<file path="config.mk">
export PLATFORM = sky130hd
export DESIGN_NAME = imem_loader
export DESIGN_NICKNAME = d
export VERILOG_FILES = /design/src/rtl/imem_loader_pkg.sv /design/src/rtl/imem_loader.sv
export SDC_FILE = /design/constraint.sdc
export NUM_CORES = 1
export LEC_CHECK = 0
export BUFFER_PORTS_ARGS = -buffer_cell sky130_fd_sc_hd__buf_2
export CAP_MARGIN = 10
export CORE_UTILIZATION = 40
export CTS_BUF_LIST = sky130_fd_sc_hd__clkbuf_8
export CTS_CLUSTER_DIAMETER = 80
export DETAILED_ROUTE_END_ITERATION = 8
export PLACE_DENSITY_LB_ADDON = 0.05
export SLEW_MARGIN = 20
export SYNTH_ARGS = -nofsm -noshare
export SYNTH_HDL_FRONTEND = slang
export SYNTH_SLANG_ARGS = --single-unit
</file>
<file path="constraint.sdc">
create_clock -name i_clk -period 3.34 [get_ports i_clk]
set_clock_uncertainty 0.15 [all_clocks]
set_input_delay 0.668 -clock i_clk [delete_from_list [all_inputs] [get_ports i_clk]]
set_output_delay 0.668 -clock i_clk [all_outputs]
set_load 0.005 [all_outputs]
</file>
<file path="src/rtl/imem_loader_pkg.sv">
// Shared types and constants for the instruction-memory loader.
package imem_loader_pkg;

  // Loader sequencing states.
  typedef enum logic [2:0] {
    ST_IDLE,
    ST_RECV,
    ST_WRITE,
    ST_CHK,
    ST_DONE,
    ST_ERR
  } state_t;

  // Byte lanes per instruction word.
  localparam int unsigned BYTES_PER_WORD = 4;

endpackage : imem_loader_pkg

</file>
<file path="src/rtl/imem_loader.sv">
// Instruction-memory loader: assembles a little-endian byte stream into
// 32-bit words, writes them to an external instruction memory, and holds the
// core in reset until the image is complete.
// Optional checksum stage compiled in with `define IMEM_LOADER_CHECKSUM_EN.
module imem_loader
  import imem_loader_pkg::*;
#(
  parameter int P_DATA_WIDTH = 32,
  parameter int P_ADDR_WIDTH = 10
) (
  input  logic                    i_clk,
  input  logic                    i_rst,
  input  logic                    i_start,
  input  logic [P_ADDR_WIDTH-2:0] i_nwords,
  input  logic                    i_byte_valid,
  input  logic [7:0]              i_byte_data,
  output logic                    o_byte_ready,
  output logic                    o_mem_we,
  output logic [P_ADDR_WIDTH-1:0] o_mem_addr,
  output logic [P_DATA_WIDTH-1:0] o_mem_wdata,
  output logic                    o_cpu_rst,
  output logic                    o_busy,
  output logic                    o_done,
  output logic                    o_err
);

  localparam int unsigned WI_W = P_ADDR_WIDTH - 2;
  localparam int unsigned NW_W = P_ADDR_WIDTH - 1;
  localparam logic [NW_W-1:0] MAX_WORDS = NW_W'(1 << WI_W);

  state_t                  state_q, state_d;
  logic [NW_W-1:0]         nwords_q;
  logic [WI_W-1:0]         word_idx_q;
  logic [1:0]              byte_cnt_q;
  logic [P_DATA_WIDTH-1:0] word_q;
  logic [P_DATA_WIDTH-1:0] word_next;
  logic [P_ADDR_WIDTH-1:0] addr_q;
  logic [P_DATA_WIDTH-1:0] wdata_q;

  logic            byte_fire;
  logic            last_byte;
  logic            last_word;
  logic            start_ok;
  logic [NW_W-1:0] nwords_clamped;

`ifdef IMEM_LOADER_CHECKSUM_EN
  logic [7:0] acc_q;
  logic [7:0] chk_sum;
`endif

  assign byte_fire      = i_byte_valid & o_byte_ready;
  assign last_byte      = (byte_cnt_q == 2'(BYTES_PER_WORD - 1));
  assign last_word      = ({1'b0, word_idx_q} == (nwords_q - NW_W'(1)));
  assign start_ok       = i_start & ((state_q == ST_IDLE) | (state_q == ST_DONE) |
                                     (state_q == ST_ERR));
  assign nwords_clamped = (i_nwords > MAX_WORDS) ? MAX_WORDS : i_nwords;
  assign o_mem_addr     = addr_q;
  assign o_mem_wdata    = wdata_q;

  // Current word with the incoming byte merged into its lane.
  always_comb begin
    word_next = word_q;
    word_next[{byte_cnt_q, 3'b000} +: 8] = i_byte_data;
  end

`ifdef IMEM_LOADER_CHECKSUM_EN
  assign chk_sum = acc_q + i_byte_data;
`endif

  // Next-state and output decode.
  always_comb begin
    state_d      = state_q;
    o_byte_ready = 1'b0;
    o_mem_we     = 1'b0;
    o_busy       = 1'b0;
    o_done       = 1'b0;
    o_err        = 1'b0;
    o_cpu_rst    = 1'b1;
    case (state_q)
      ST_IDLE, ST_DONE, ST_ERR: begin
        o_done    = (state_q == ST_DONE);
        o_cpu_rst = (state_q != ST_DONE);
`ifdef IMEM_LOADER_CHECKSUM_EN
        o_err     = (state_q == ST_ERR);
`endif
        if (i_start) begin
          state_d = (i_nwords == '0) ? ST_DONE : ST_RECV;
        end
      end
      ST_RECV: begin
        o_byte_ready = 1'b1;
        o_busy       = 1'b1;
        if (byte_fire && last_byte) begin
          state_d = ST_WRITE;
        end
      end
      ST_WRITE: begin
        o_mem_we = 1'b1;
        o_busy   = 1'b1;
        if (last_word) begin
`ifdef IMEM_LOADER_CHECKSUM_EN
          state_d = ST_CHK;
`else
          state_d = ST_DONE;
`endif
        end else begin
          state_d = ST_RECV;
        end
      end
      ST_CHK: begin
        o_busy = 1'b1;
`ifdef IMEM_LOADER_CHECKSUM_EN
        o_byte_ready = 1'b1;
        if (byte_fire) begin
          state_d = (chk_sum == 8'h00) ? ST_DONE : ST_ERR;
        end
`else
        state_d = ST_IDLE;
`endif
      end
      default: state_d = ST_IDLE;
    endcase
  end

  // State register, word assembly and write-port holding registers.
  always_ff @(posedge i_clk) begin
    if (i_rst) begin
      state_q    <= ST_IDLE;
      nwords_q   <= '0;
      word_idx_q <= '0;
      byte_cnt_q <= '0;
      word_q     <= '0;
      addr_q     <= '0;
      wdata_q    <= '0;
    end else begin
      state_q <= state_d;
      if (start_ok) begin
        nwords_q   <= nwords_clamped;
        word_idx_q <= '0;
        byte_cnt_q <= '0;
      end
      if (state_q == ST_RECV && byte_fire) begin
        word_q     <= word_next;
        byte_cnt_q <= byte_cnt_q + 2'd1;
        // Address/data registers load on the 4th byte so they are valid for
        // the whole WRITE cycle and hold afterwards.
        if (last_byte) begin
          addr_q  <= {word_idx_q, 2'b00};
          wdata_q <= word_next;
        end
      end
      if (state_q == ST_WRITE && !last_word) begin
        word_idx_q <= word_idx_q + WI_W'(1);
      end
    end
  end

`ifdef IMEM_LOADER_CHECKSUM_EN
  // Running modulo-256 sum of all accepted data bytes.
  always_ff @(posedge i_clk) begin
    if (i_rst) begin
      acc_q <= '0;
    end else if (start_ok) begin
      acc_q <= '0;
    end else if (state_q == ST_RECV && byte_fire) begin
      acc_q <= acc_q + i_byte_data;
    end
  end
`endif

endmodule : imem_loader

</file>
---- Word-level counts from Yosys, hierarchy flattened ----
Cells that the tools add are included.
storage, ports and cells
  input port bits ......................... 21
  register bits ........................... 94
  logic and storage cells ................. 56
  output and inout port bits .............. 48
cells by class
  eq/ne operators ......................... 10
  shifts and indexed selects .............. 2
  add/sub/neg operators ................... 4
  reductions and logical operators ........ 12
  $lt $le $gt $ge ......................... 1
  bitwise operators ....................... 4
  multiplexer cells ....................... 16
operator list
  operator                                                                count
  32-bit bitwise mux                                                      1
  8-bit by 7-bit variable shift with 32-bit output, first input constant  1
  8-bit by 7-bit variable part select with 32-bit output                  1
  8-bit 2-to-1 mux                                                        2
  3-bit 2-to-1 mux                                                        4
  8-bit by 9-bit == test with 1-bit output                                1
  9-bit > comparator, second input constant                               1
  9-bit logical NOT                                                       1
  9-bit 2-to-1 mux                                                        1
  3-bit case mux with 3 select lines                                      1
  9-bit by 1-bit subtractor with 9-bit output, second input constant      1
  8-bit by 1-bit adder with 8-bit output, second input constant           1
  5-bit negator with 7-bit output                                         1
  3-bit by 2-bit == test with 1-bit output, second input constant         2
  3-bit == test, second input constant                                    2
  3-bit OR reduction                                                      2
  1-bit 2-to-1 mux                                                        5
  2-bit 2-to-1 mux                                                        2
  2-bit != test, second input constant                                    2
  2-bit AND reduction                                                     2
  2-bit nonzero test                                                      2
  3-bit by 1-bit == test with 1-bit output, second input constant         1
  1-bit logical AND                                                       3
  3-bit logical NOT                                                       1
  6 further kinds                                                         8

---- Longest topological paths before layout ----
Gate-level depths: netlist of the first run.
  depth after elaboration ................. 6
  mapped depth ............................ 10
  gate-level depth less buffers ........... 9

---- Least setup slack after synthesis of the first run ----
Ideal clock, no wire load.
  kind .................................... reg-to-reg
  start ................................... reg nwords_q[0]
  end ..................................... reg word_idx_q[4]
  arrival ................................. 2206 ps
  slack ................................... 865 ps
  setup time .............................. 120 ps
  required time ........................... 3070 ps
  cell stages (with the launch flop) ...... 9
  period minus slack after synthesis ...... 2475 ps
  buffers on the path ..................... 0
  cells stage by stage .................... dfxtp_1 -> inv_1 -> ha_1 -> nor3b_2 -> or3_1 -> a2111oi_4 -> a211oi_4 -> nor3b_1 -> a211o_1
between the ends
  word-level cells in the longest chain between the ends .. 5
  elaborated cells between the ends (all ways) .. 6
  those cells by class .................... add/sub: 1; eq/ne: 1; mux: 1; reduce/logical: 3
RTL lines
  element                                                 RTL line            RTL
  start: declaration                                      imem_loader.sv:32   logic [NW_W-1:0] nwords_q;
  start signal: assignment                                imem_loader.sv:138  nwords_q <= nwords_clamped;
  9-bit by 1-bit subtractor with 9-bit output (*)         imem_loader.sv:53   assign last_word = ({1'b0, word_idx_q} == (nwords_q - NW_W'(1)));
  8-bit by 9-bit == test with 1-bit output (*)            imem_loader.sv:53
  1-bit logical NOT (*)                                   imem_loader.sv:152  if (state_q == ST_WRITE && !last_word) begin
  1-bit logical AND (*)                                   imem_loader.sv:152
  8-bit 2-to-1 mux or 2-bit nonzero test (tied branches)  n/a
  end signal: assignment                                  imem_loader.sv:153  word_idx_q <= word_idx_q + WI_W'(1);
  end: declaration                                        imem_loader.sv:33   logic [WI_W-1:0] word_idx_q;
Mark *: on every way between the ends. The rest lies on a longest branch, timed or not.
A chain may end at the register's enable or synchronous reset.

---- Final worst setup path of the first run ----
Ends and elaborated chain as after synthesis.

==> results of run 1 <==
[where the power goes]
part / internal [W] / total (W) / switching [W]
combinational: 0.0000719 / 0.000190 / 0.000118
clock: 0.000379 / 0.000788 / 0.000409
sequential: 0.00105 / 0.00106 / 0.0000160
[path summary, 6_finish.rpt]
check | startpoint | to | cells past startpoint
max reg2reg | nwords_q[0] | word_idx_q[4] | 8
min reg2reg | o_mem_addr[7] | o_mem_addr[7] | 2
min | o_mem_addr[7] | o_mem_addr[7] | 2
max | nwords_q[0] | word_idx_q[4] | 8
[worst reg2reg max path, cell delays in order, from the launching register on]
cell and delay [ps]:
sky130_fd_sc_hd__dfxtp_1 400, sky130_fd_sc_hd__inv_1 60, sky130_fd_sc_hd__ha_1 250, sky130_fd_sc_hd__nor3b_2 180, sky130_fd_sc_hd__or3_1 400, sky130_fd_sc_hd__a2111oi_4 510
sky130_fd_sc_hd__a211oi_4 160, sky130_fd_sc_hd__nor3b_1 190, sky130_fd_sc_hd__a211o_1 260
[metrics by stage]
stage / hold WS (ps) / instance area (um2) / setup WS [ps] / cells
after global routing: 333 / 4530 / 529 / 656
after CTS: 307 / 4530 / 660 / 656
after floorplan: 298 / 3920 / 865 / 474
after global placement: 292 / 4310 / 760 / 640
final: 305 / 4530 / 666 / 656
after detailed placement: 294 / 4310 / 685 / 640
[cell usage in the layout (no fill, tap or decap), drive strengths merged, types with 4 or more instances in the layout]
master,n
nor4,4
nor3,8
nand3b,9
a211oi,52
ha,7
clkbuf,10
a21oi,55
nand2,52
nor2,66
nand3,9
buf,74
dfxtp,86
xor2,6
xnor2,5
nor2b,27
nand2b,5
and2,4
inv,13
[state kept, by name (all words and copies together), names as in the netlist]
name / cells
state_q: 3
byte_cnt_q: 2
word_idx_q: 8
word_q: 24
nwords_q: 9
o_mem_wdata: 32
o_mem_addr: 8
[cells by family (layout without fill, tap and decap cells)]
| family | after synthesis | after routing |
|---|---|---|
| AOI/OAI and AO/OA | 122 | 122 |
| other | 1 | 3 |
| adders and majority gates | 7 | 7 |
| muxes | 2 | 2 |
| buffers and inverters | 46 | 99 |
| DFF | 86 | 86 |
| and+or+nand+nor | 197 | 197 |
| xor gates and xnor gates | 11 | 11 |
[per-layer routing]
metal,vias up,share of wire (%)
met5,-,0
met4,0,1.4
met3,11,3.2
met2,57,49
met1,1533,47
li1,1732,-
[final cells by class]
class,count,share of cell area (%)
inverters,9,0.746
multi-input cells,342,44.3
repair buffers,74,8.68
well taps,129,3.57
flip-flops and latches,86,38.0
clock inverters,6,1.66
clock buffers,10,3.04
==> flow_metrics.env, run 1 <==
export IMPL_result_of_the_run="complete, no violations"
export IMPL_cpMaxStageDelayCell="sky130_fd_sc_hd__a2111oi_4"
export IMPL_post_synth_top_area_fraction_pct=44.0
export IMPL_timing_hold_worst_class="reg -> reg"
export IMPL_first_global_vias=3161
export IMPL_fmax_ghz=0.374
export IMPL_floorplan_die_area_um2=10200
export IMPL_crit_required_ps=3450
export IMPL_floorplan_die_width_um=101
export IMPL_dominant_combinational_cell_family_by_area_after_synthesis="simple AND/OR/NAND/NOR gates"
export IMPL_layer_carrying_the_most_global_route_usage="met2"
export IMPL_grtUsageMet3_pct=4.16
export IMPL_critPathCaptureType="flip-flop"
export IMPL_worst_skew_pair_late_latency_ps=370
export IMPL_report_final_hold_viol_count=0
export IMPL_detail_route_drc_violations=0
export IMPL_highest_net_fanout_along_the_worst_path=8
export IMPL_avgSynthCellArea_um2=8.28
export IMPL_leakagePower_nw=1.75
export IMPL_start_kind="flip-flop"
export IMPL_layout_fillers=991
export IMPL_synthMuxAreaShare_pct=0.544
export IMPL_finalNetCount=550
export IMPL_fp_dieH_um=101
export IMPL_postSynth_asyncResetShare_pct=0
export IMPL_ctsRootBufferMaster="sky130_fd_sc_hd__clkbuf_8"
export IMPL_synthDistinctLibCells=48
export IMPL_cts_sinks=86
export IMPL_setup_viol=0
export IMPL_placement_rows=35
export IMPL_dp_hpwl_mm=6.47
export IMPL_layout_worst_path_cycle_share_pct=80.1
export IMPL_synth_area_leader_cell="sky130_fd_sc_hd__dfxtp_1"
export IMPL_yosys_area_share_simple_pct=24.5
export IMPL_floorplan_io_pins=69
export IMPL_slew_headroom_pct=43.6
export IMPL_num_antenna_cells=0
export IMPL_grt_max_degree=48
export IMPL_timing_setup_critical_path_class="reg -> reg"
export IMPL_drv_slew=0
export IMPL_synth_xor_area_share_pct=2.46
export IMPL_pwr_density_cell_nw_per_um2=451
export IMPL_cts_resized=0
export IMPL_io_buffer_count=65
export IMPL_clk_transition_reported_paths_ps=90
export IMPL_vias=3333
export IMPL_max_slew_worst_pin_slew_ps=835
export IMPL_crit_family="compound AO/OA/AOI/OAI gates"
export IMPL_yosysMostFrequentCell="sky130_fd_sc_hd__dfxtp_1"
export IMPL_cts_hold_fix_buffers=0
export IMPL_crit_path_max_incr_delay_ps=510
export IMPL_synth_enable_flop_cells=0
export IMPL_cts_htree_levels=3
export IMPL_ys_top_cells_by_area="sky130_fd_sc_hd__dfxtp_1 44%, sky130_fd_sc_hd__a211oi_1 9.8%, sky130_fd_sc_hd__a21oi_1 6.9%"
export IMPL_syn_area_um2=3910
export IMPL_synth_compound_area_share_pct=21.2
export IMPL_gr_usage_met1_pct=24.8
export IMPL_gp_congestion=0.801
export IMPL_design_core_area_um2=9370
export IMPL_synth_top_cells_by_count="86 x sky130_fd_sc_hd__dfxtp_1, 66 x sky130_fd_sc_hd__nor2_1, 54 x sky130_fd_sc_hd__a21oi_1"
export IMPL_gr_usage_all_layers_pct=20.0
export IMPL_yosys_most_used_dff="sky130_fd_sc_hd__dfxtp_1"
export IMPL_firstDrtPassIters=4
export IMPL_postLayoutCoreUtil_pct=48.3
export IMPL_post_cts_setup_buffers=0
export IMPL_gr_total_overflow=0
export IMPL_crit_arrival_ps=2780
export IMPL_area_growth_pct=15.8
export IMPL_portion_of_the_post_synthesis_area_used_by_sequential_elements_pct=44.0
export IMPL_antenna_found_initial=0
export IMPL_met2_usage_pct=34.3
export IMPL_ff_latch_area_um2=1720
export IMPL_final_layout_size_suffix_gt1_share_pct=19.0
export IMPL_timing_max_cap_violations=0
export IMPL_cts_buffers_inserted=9
export IMPL_fin_total_pwr_w=0.00204
export IMPL_ys_ff_latch=86
export IMPL_effective_utilization_at_floorplan_pct=41.7
export IMPL_global_route_wire_length_before_repair_mm=15.6
export IMPL_synth_adder_area_share_pct=2.24
export IMPL_rsz0062_at_grt="false"
export IMPL_post_drt_wl_per_cell_um=14.3
export IMPL_vias_per_cell=5.08
export IMPL_timing_critical_path_buf_inv=1
export IMPL_post_route_min_period_ps=2670
export IMPL_number_of_warning_messages_in_the_yosys_log=0
export IMPL_crit_path_cell_trace="inv_1, ha_1, nor3b_2, or3_1, a2111oi_4, a211oi_4, nor3b_1, a211o_1"
export IMPL_ctsLongestPathBuffers=2
export IMPL_totalWireLength_mm=9.38
export IMPL_timing_reg2reg_setup_slack_ps=670
export IMPL_multiInputGateArea_um2=2000
export IMPL_netlist_instances=472
export IMPL_worst_ir_drop_vdd_v=0.000236
export IMPL_drt_initial_drc_count=94
export IMPL_drt_antenna_violating_nets=0
export IMPL_finalSetupTns_ps=0
export IMPL_tritoncts="done"
No activity file was read; power rests on OpenSTA's default activity.
==> run 2: changes to the inputs <==
- ABC_AREA: default -> 1
- clock period: 3.34 -> 2.21 ns (I/O delays scaled with it)
==> run 2 against run 1 <==
Compared with the run above:
- total power grew 63%
- area after synthesis is 2.4% higher
- sequential power grew 55%
- core utilization is 0.35 points lower
- global-route usage grew 0.98 points
- final cell count rose by 14%
- clock-buffer cell count unchanged
- first-iteration DRC count up 14%
- sequential share of layout area is 1.1 points lower
- die area is 2.4% higher
- largest cell class unchanged
- highest routed layer unchanged
==> flow_metrics.env, run 2 <==
export IMPL_first_global_vias=3557
export IMPL_fp_dieH_um=102
export IMPL_firstDrtPassIters=4
export IMPL_floorplan_die_area_um2=10400
export IMPL_post_synth_top_area_fraction_pct=43.0
export IMPL_combinationalPowerShare_pct=15.3
export IMPL_critPathCaptureType="flip-flop"
export IMPL_cts_buffers_inserted=9
export IMPL_fin_total_pwr_w=0.00332
export IMPL_final_layout_size_suffix_gt1_share_pct=18.9
export IMPL_area_growth_pct=16.5
export IMPL_worst_skew_pair_late_latency_ps=370
export IMPL_layout_common_cells="92 x sky130_fd_sc_hd__nor2_1, 85 x sky130_fd_sc_hd__dfxtp_1, 70 x sky130_fd_sc_hd__nand2_1"
export IMPL_timing_critical_path_buf_inv=2
export IMPL_crit_path_max_incr_delay_ps=380
export IMPL_share_seq_of_total_power_pct=49.6
export IMPL_cts_htree_levels=3
export IMPL_dominant_combinational_cell_family_by_area_after_synthesis="simple AND/OR/NAND/NOR gates"
export IMPL_dp_hpwl_mm=7.31
export IMPL_final_common_cell="sky130_fd_sc_hd__nor2_1"
export IMPL_gr_usage_all_layers_pct=21.0
export IMPL_timing_hold_worst_class="in -> reg"
export IMPL_clk_transition_reported_paths_ps=90
export IMPL_crit_family="simple AND/OR/NAND/NOR gates"
export IMPL_worst_ir_drop_vdd_v=0.000504
export IMPL_report_final_hold_viol_count=0
export IMPL_cpMaxStageDelayCell="sky130_fd_sc_hd__dfxtp_1"
export IMPL_timing_setup_critical_path_class="reg -> reg"
export IMPL_synthDistinctLibCells=32
export IMPL_grt_max_degree=45
export IMPL_power_share_switching_pct=29.1
export IMPL_drt_initial_drc_count=107
export IMPL_gr_total_overflow=0
export IMPL_tritoncts="done"
export IMPL_result_of_the_run="complete, no violations"
export IMPL_crit_path_cell_trace="inv_1, ha_1, inv_1, nand2_1, nand2_1, nor2_1, nand3_1, nor2_1, nand2_1, nor2_4, nand2_4, nand2_8, nand2_1, nand2_1, a21oi_1"
export IMPL_antenna_found_initial=0
export IMPL_synth_enable_flop_cells=0
export IMPL_fin_area_um2=4670
export IMPL_leakagePower_nw=2.06
export IMPL_number_of_warning_messages_in_the_yosys_log=0
export IMPL_netlist_instances=550
export IMPL_post_route_min_period_ps=1990
export IMPL_finalSetupTns_ps=0
export IMPL_cell_area_reported_after_detailed_placement_um2=4460
export IMPL_post_drt_wl_per_cell_um=13.6
export IMPL_wl_met1_mm=4.57
export IMPL_ctsLongestPathBuffers=2
export IMPL_postLayoutCoreUtil_pct=48.0
export IMPL_ctsRootBufferMaster="sky130_fd_sc_hd__clkbuf_8"
export IMPL_highest_net_fanout_along_the_worst_path=9
export IMPL_drv_slew=0
export IMPL_layout_fillers=1031
export IMPL_postSynth_asyncResetShare_pct=0
export IMPL_synth_compound_area_share_pct=20.2
export IMPL_yosysMostFrequentCell="sky130_fd_sc_hd__nor2_1"
export IMPL_crit_top_cell="sky130_fd_sc_hd__nand2_1"
export IMPL_synth_xor_area_share_pct=1.31
export IMPL_start_kind="flip-flop"
export IMPL_synth_area_leader_cell="sky130_fd_sc_hd__dfxtp_1"
export IMPL_final_setup_worst_slack_ps=221
export IMPL_timing_max_cap_violations=0
export IMPL_clock_power_share_pct=35.2
export IMPL_design_core_area_um2=9730
export IMPL_finalNetCount=638
export IMPL_crit_required_ps=2290
export IMPL_setup_viol=0
export IMPL_crit_arrival_ps=2070
export IMPL_detail_route_drc_violations=0
export IMPL_floorplan_die_width_um=102
export IMPL_highest_layer="met4"
export IMPL_total_net_switching_power_w=0.000967
export IMPL_drt_antenna_violating_nets=0
export IMPL_global_route_wire_length_before_repair_mm=16.8
export IMPL_cts_sinks=86
export IMPL_cts_hold_fix_buffers=0
export IMPL_ys_ff_latch=86
export IMPL_synth_top_cells_by_count="92 x sky130_fd_sc_hd__nor2_1, 86 x sky130_fd_sc_hd__dfxtp_1, 70 x sky130_fd_sc_hd__nand2_1"
export IMPL_synth_adder_area_share_pct=2.19
export IMPL_preCtsSetupSlack_ps=188
export IMPL_layout_worst_path_cycle_share_pct=90.0
export IMPL_floorplan_io_pins=69
export IMPL_avgSynthCellArea_um2=7.28
export IMPL_p_int_w=0.00235
export IMPL_pwr_density_cell_nw_per_um2=711
export IMPL_syn_area_um2=4000
export IMPL_route_met3_wl_um=367
export IMPL_placement_rows=36
export IMPL_totalWireLength_mm=10.2
export IMPL_vias=3717
export IMPL_gp_congestion=0.837
export IMPL_yosys_area_share_simple_pct=23.7
export IMPL_largest_register_ffs=32
export IMPL_vias_per_cell=4.98
export IMPL_fmax_ghz=0.503
export IMPL_synthMuxAreaShare_pct=0
export IMPL_portion_of_the_post_synthesis_area_used_by_sequential_elements_pct=43.0
export IMPL_rsz0062_at_grt="false"
export IMPL_effective_utilization_at_floorplan_pct=41.2
export IMPL_yosys_most_used_dff="sky130_fd_sc_hd__dfxtp_1"
export IMPL_ys_top_cells_by_area="sky130_fd_sc_hd__dfxtp_1 43%, sky130_fd_sc_hd__nor2_1 8.6%, sky130_fd_sc_hd__nand2_1 6.6%"
export IMPL_routed_wl_met2_mm=5.02
export IMPL_num_antenna_cells=0
export IMPL_io_buffer_count=65
[run 2: cell count changes in the layout (fill, tap and decap cells not counted), moves of 9 or more]
cell and change:
sky130_fd_sc_hd__a211oi_1 -29, sky130_fd_sc_hd__o21ai_0 +45, sky130_fd_sc_hd__nand3_1 +16, sky130_fd_sc_hd__inv_1 +47
sky130_fd_sc_hd__nand3b_1 -9, sky130_fd_sc_hd__o22ai_1 +15, sky130_fd_sc_hd__nand2_1 +18, sky130_fd_sc_hd__nor2_1 +26
sky130_fd_sc_hd__nor2b_1 -27
[run 2: area by class of cell]
type                       instances  area, um2  area share [%]
clock inverter                     5       66.3            1.42
timing repair buffer              80        438            9.39
clock buffer                      10        138            2.95
sequential                        86       1720            36.9
tap                              133        166            3.57
multi-input combinational        372       1910            40.8
inverter                          61        229            4.91
[run 2: timing repair]
action / 4_1_cts / 5_1_grt
setup buffers: 0 / 0
setup endpoints to repair: 0 / 5
hold endpoints to repair: 0 / 0
gates resized for setup: 0 / 2
[run 2: cells by family (layout without fill, tap and decap cells)]
logic type / count (synthesis) / in the layout
other: 1 / 3
buffers and inverters: 94 / 156
flip-flops: 86 / 86
AO/OA/AOI/OAI: 141 / 141
XOR/XNOR: 6 / 6
adder cells (fa/ha/maj): 7 / 7
AND/OR/NAND/NOR: 215 / 215
[run 2: tightest hold or removal path: cells and delay by family]
kind | cells | cell delay, ps
AO/OA/AOI/OAI | 1 | 60
AND/OR/NAND/NOR | 1 | 80
buffers and inverters | 1 | 90
[run 2: metal layers]
metal | up-vias | GRT usage [%]
li1 | 1926 | -
met1 | 1693 | 24.8
met2 | 81 | 37.0
met3 | 17 | 4.38
met4 | 0 | 8.68
met5 | - | 0
[run 2: path summary, 6_finish.rpt]
path               start           to  slack [ps]  depth (start not counted)
max          nwords_q[1]   state_q[0]         220                         15
min          i_nwords[2]  nwords_q[2]         190                          3
max reg2reg  nwords_q[1]   state_q[0]         220                         15
min reg2reg    word_q[3]    word_q[3]         310                          2
[run 2: power by group through the flow]
stage	logic (W)	clock network, W	registers [W]
detailed placement	0.000506	0	0.00168
floorplan	0.000379	0	0.00167
CTS	0.000508	0.00120	0.00165
global placement	0.000499	0	0.00168
global route	0.000578	0.00125	0.00165
finish	0.000507	0.00117	0.00164
[run 2: stage by stage]
step / hold WS, ps / std cells
2_1_floorplan: 286 / 552
4_1_cts: 178 / 747
6_report: 194 / 747
5_1_grt: 205 / 747
3_3_place_gp: 295 / 732
3_5_place_dp: 300 / 732
==> run 3: changes to the inputs <==
==> constraint.sdc (replaced) <==
create_clock -name i_clk -period 2.21 [get_ports i_clk]
set_clock_uncertainty 0.15 [all_clocks]
set_input_delay 0.221 -clock i_clk [delete_from_list [all_inputs] [get_ports i_clk]]
set_output_delay 0.221 -clock i_clk [all_outputs]
set_load 0.005 [all_outputs]
==> run 3 against run 2 <==
Compared with the run above:
- sequential power barely moved
- die area unchanged
- setup slack worse by 6.1 ps
- final cell count is 0.67% higher
- critical path type unchanged
- combinational power is essentially flat
- critical endpoint is now word_q[5]
==> flow_metrics.env, run 3 (synthesis gave the netlist of run 2 again) <==
export IMPL_final_common_cell="sky130_fd_sc_hd__nor2_1"
export IMPL_first_global_vias=3576
export IMPL_setup_viol=0
export IMPL_floorplan_die_width_um=102
export IMPL_worst_skew_pair_late_latency_ps=360
export IMPL_timing_setup_critical_path_class="reg -> reg"
export IMPL_worst_ir_drop_vdd_v=0.000376
export IMPL_result_of_the_run="complete, no violations"
export IMPL_layout_fillers=1012
export IMPL_ctsLongestPathBuffers=2
export IMPL_cts_htree_levels=3
export IMPL_placement_rows=36
export IMPL_fmax_ghz=0.501
export IMPL_cell_area_reported_after_detailed_placement_um2=4460
export IMPL_area_growth_pct=17.9
export IMPL_leakagePower_nw=2.08
export IMPL_finalSetupTns_ps=0
export IMPL_effective_utilization_at_floorplan_pct=41.2
export IMPL_report_final_hold_viol_count=0
export IMPL_vias=3731
export IMPL_ctsRootBufferMaster="sky130_fd_sc_hd__clkbuf_8"
export IMPL_design_core_area_um2=9730
export IMPL_gr_total_overflow=0
export IMPL_final_layout_size_suffix_gt1_share_pct=19.1
export IMPL_layout_worst_path_cycle_share_pct=90.3
export IMPL_drt_antenna_violating_nets=0
export IMPL_antenna_found_initial=0
export IMPL_highest_net_fanout_along_the_worst_path=8
export IMPL_layer_carrying_the_most_global_route_usage="met2"
export IMPL_critPathCaptureType="flip-flop"
export IMPL_start_kind="flip-flop"
export IMPL_post_cts_setup_buffers=0
export IMPL_timing_max_cap_violations=0
export IMPL_post_route_min_period_ps=1990
export IMPL_crit_required_ps=2340
export IMPL_cts_sinks=86
export IMPL_met2_usage_pct=36.8
export IMPL_crit_arrival_ps=2120
export IMPL_drt_initial_drc_count=128
export IMPL_grtUsageMet3_pct=3.90
export IMPL_place_inst=732
export IMPL_floorplan_die_area_um2=10400
export IMPL_gp_congestion=0.857
export IMPL_firstDrtPassIters=4
export IMPL_largest_register_ffs=32
export IMPL_cts_buffers_inserted=9
export IMPL_post_drt_wl_per_cell_um=13.7
export IMPL_fp_dieH_um=102
export IMPL_gr_usage_met1_pct=26.0
export IMPL_layout_common_cells="92 x sky130_fd_sc_hd__nor2_1, 84 x sky130_fd_sc_hd__dfxtp_1, 70 x sky130_fd_sc_hd__nand2_1"
export IMPL_timing_hold_worst_class="in -> reg"
export IMPL_global_route_wire_length_before_repair_mm=17.1
export IMPL_floorplan_io_pins=69
export IMPL_grt_max_degree=45
export IMPL_rsz0062_at_grt="false"
export IMPL_fin_total_pwr_w=0.00335
export IMPL_tritoncts="done"
export IMPL_pwr_density_cell_nw_per_um2=709
export IMPL_totalWireLength_mm=10.3
export IMPL_clk_transition_reported_paths_ps=90
export IMPL_num_antenna_cells=0
export IMPL_fin_area_um2=4720
export IMPL_dp_hpwl_mm=7.35
export IMPL_io_buffer_count=65
export IMPL_drv_slew=0
export IMPL_gr_usage_all_layers_pct=21.2
export IMPL_layoutNonFillerInstCount=752
export IMPL_detail_route_drc_violations=0
export IMPL_finalNetCount=642
export IMPL_vias_per_cell=4.96
run 3: area by class of cell:
class / instances / area [um2] / area share [%]
clock buffers: 9 / 124 / 2.62
inverters: 61 / 233 / 4.93
clock inverters: 7 / 90.1 / 1.91
multi-input cells: 372 / 1910 / 40.4
repair buffers: 84 / 478 / 10.1
well taps: 133 / 166 / 3.53
flip-flops and latches: 86 / 1720 / 36.5
run 3: repair_timing:
item / in CTS / in global routing
endpoints found under the setup margin: 0 / 15
hold buffers: 4 / 0
resized for setup: 0 / 4
hold endpoints to repair: 4 / 0
run 3: layer usage:
metal  routed length, um  share of wire [%]
met1                4750                 46
met2                5070                 49
met3                 276                2.7
met4                 177                1.7
met5                   0                  0
run 3: critical path, cell delays in order, from the launching register on:
cell and delay, ps:
sky130_fd_sc_hd__dfxtp_1 400, sky130_fd_sc_hd__inv_1 100, sky130_fd_sc_hd__ha_1 330, sky130_fd_sc_hd__inv_1 90
sky130_fd_sc_hd__nand4_1 310, sky130_fd_sc_hd__o22ai_1 290, sky130_fd_sc_hd__nor2_1 70, sky130_fd_sc_hd__a211oi_1 170
run 3: final timing paths:
kind	slack, ps	depth (start not counted)	startpoint	endpoint
max	220	7	byte_cnt_q[1]	word_q[5]
min	20	3	i_byte_data[4]	o_mem_wdata[28]
max reg2reg	220	7	byte_cnt_q[1]	word_q[5]
min reg2reg	310	2	word_q[16]	word_q[16]
run 3: power by group:
group / internal, W / switching [W]
clock: 0.000630 / 0.000567
combinational: 0.000180 / 0.000326
sequential: 0.00161 / 0.0000352
total: 0.00242 / 0.000928
run 3: per-stage QoR:
stage                     setup WS (ps)  hold WS, ps  utilization, %
after detailed placement            193          302            45.8
after CTS                           179         4.18            48.5
after floorplan                     385          214               -
after global routing               4.92         13.5            48.5
final                               215         18.4            48.5
after global placement              258          296            45.8
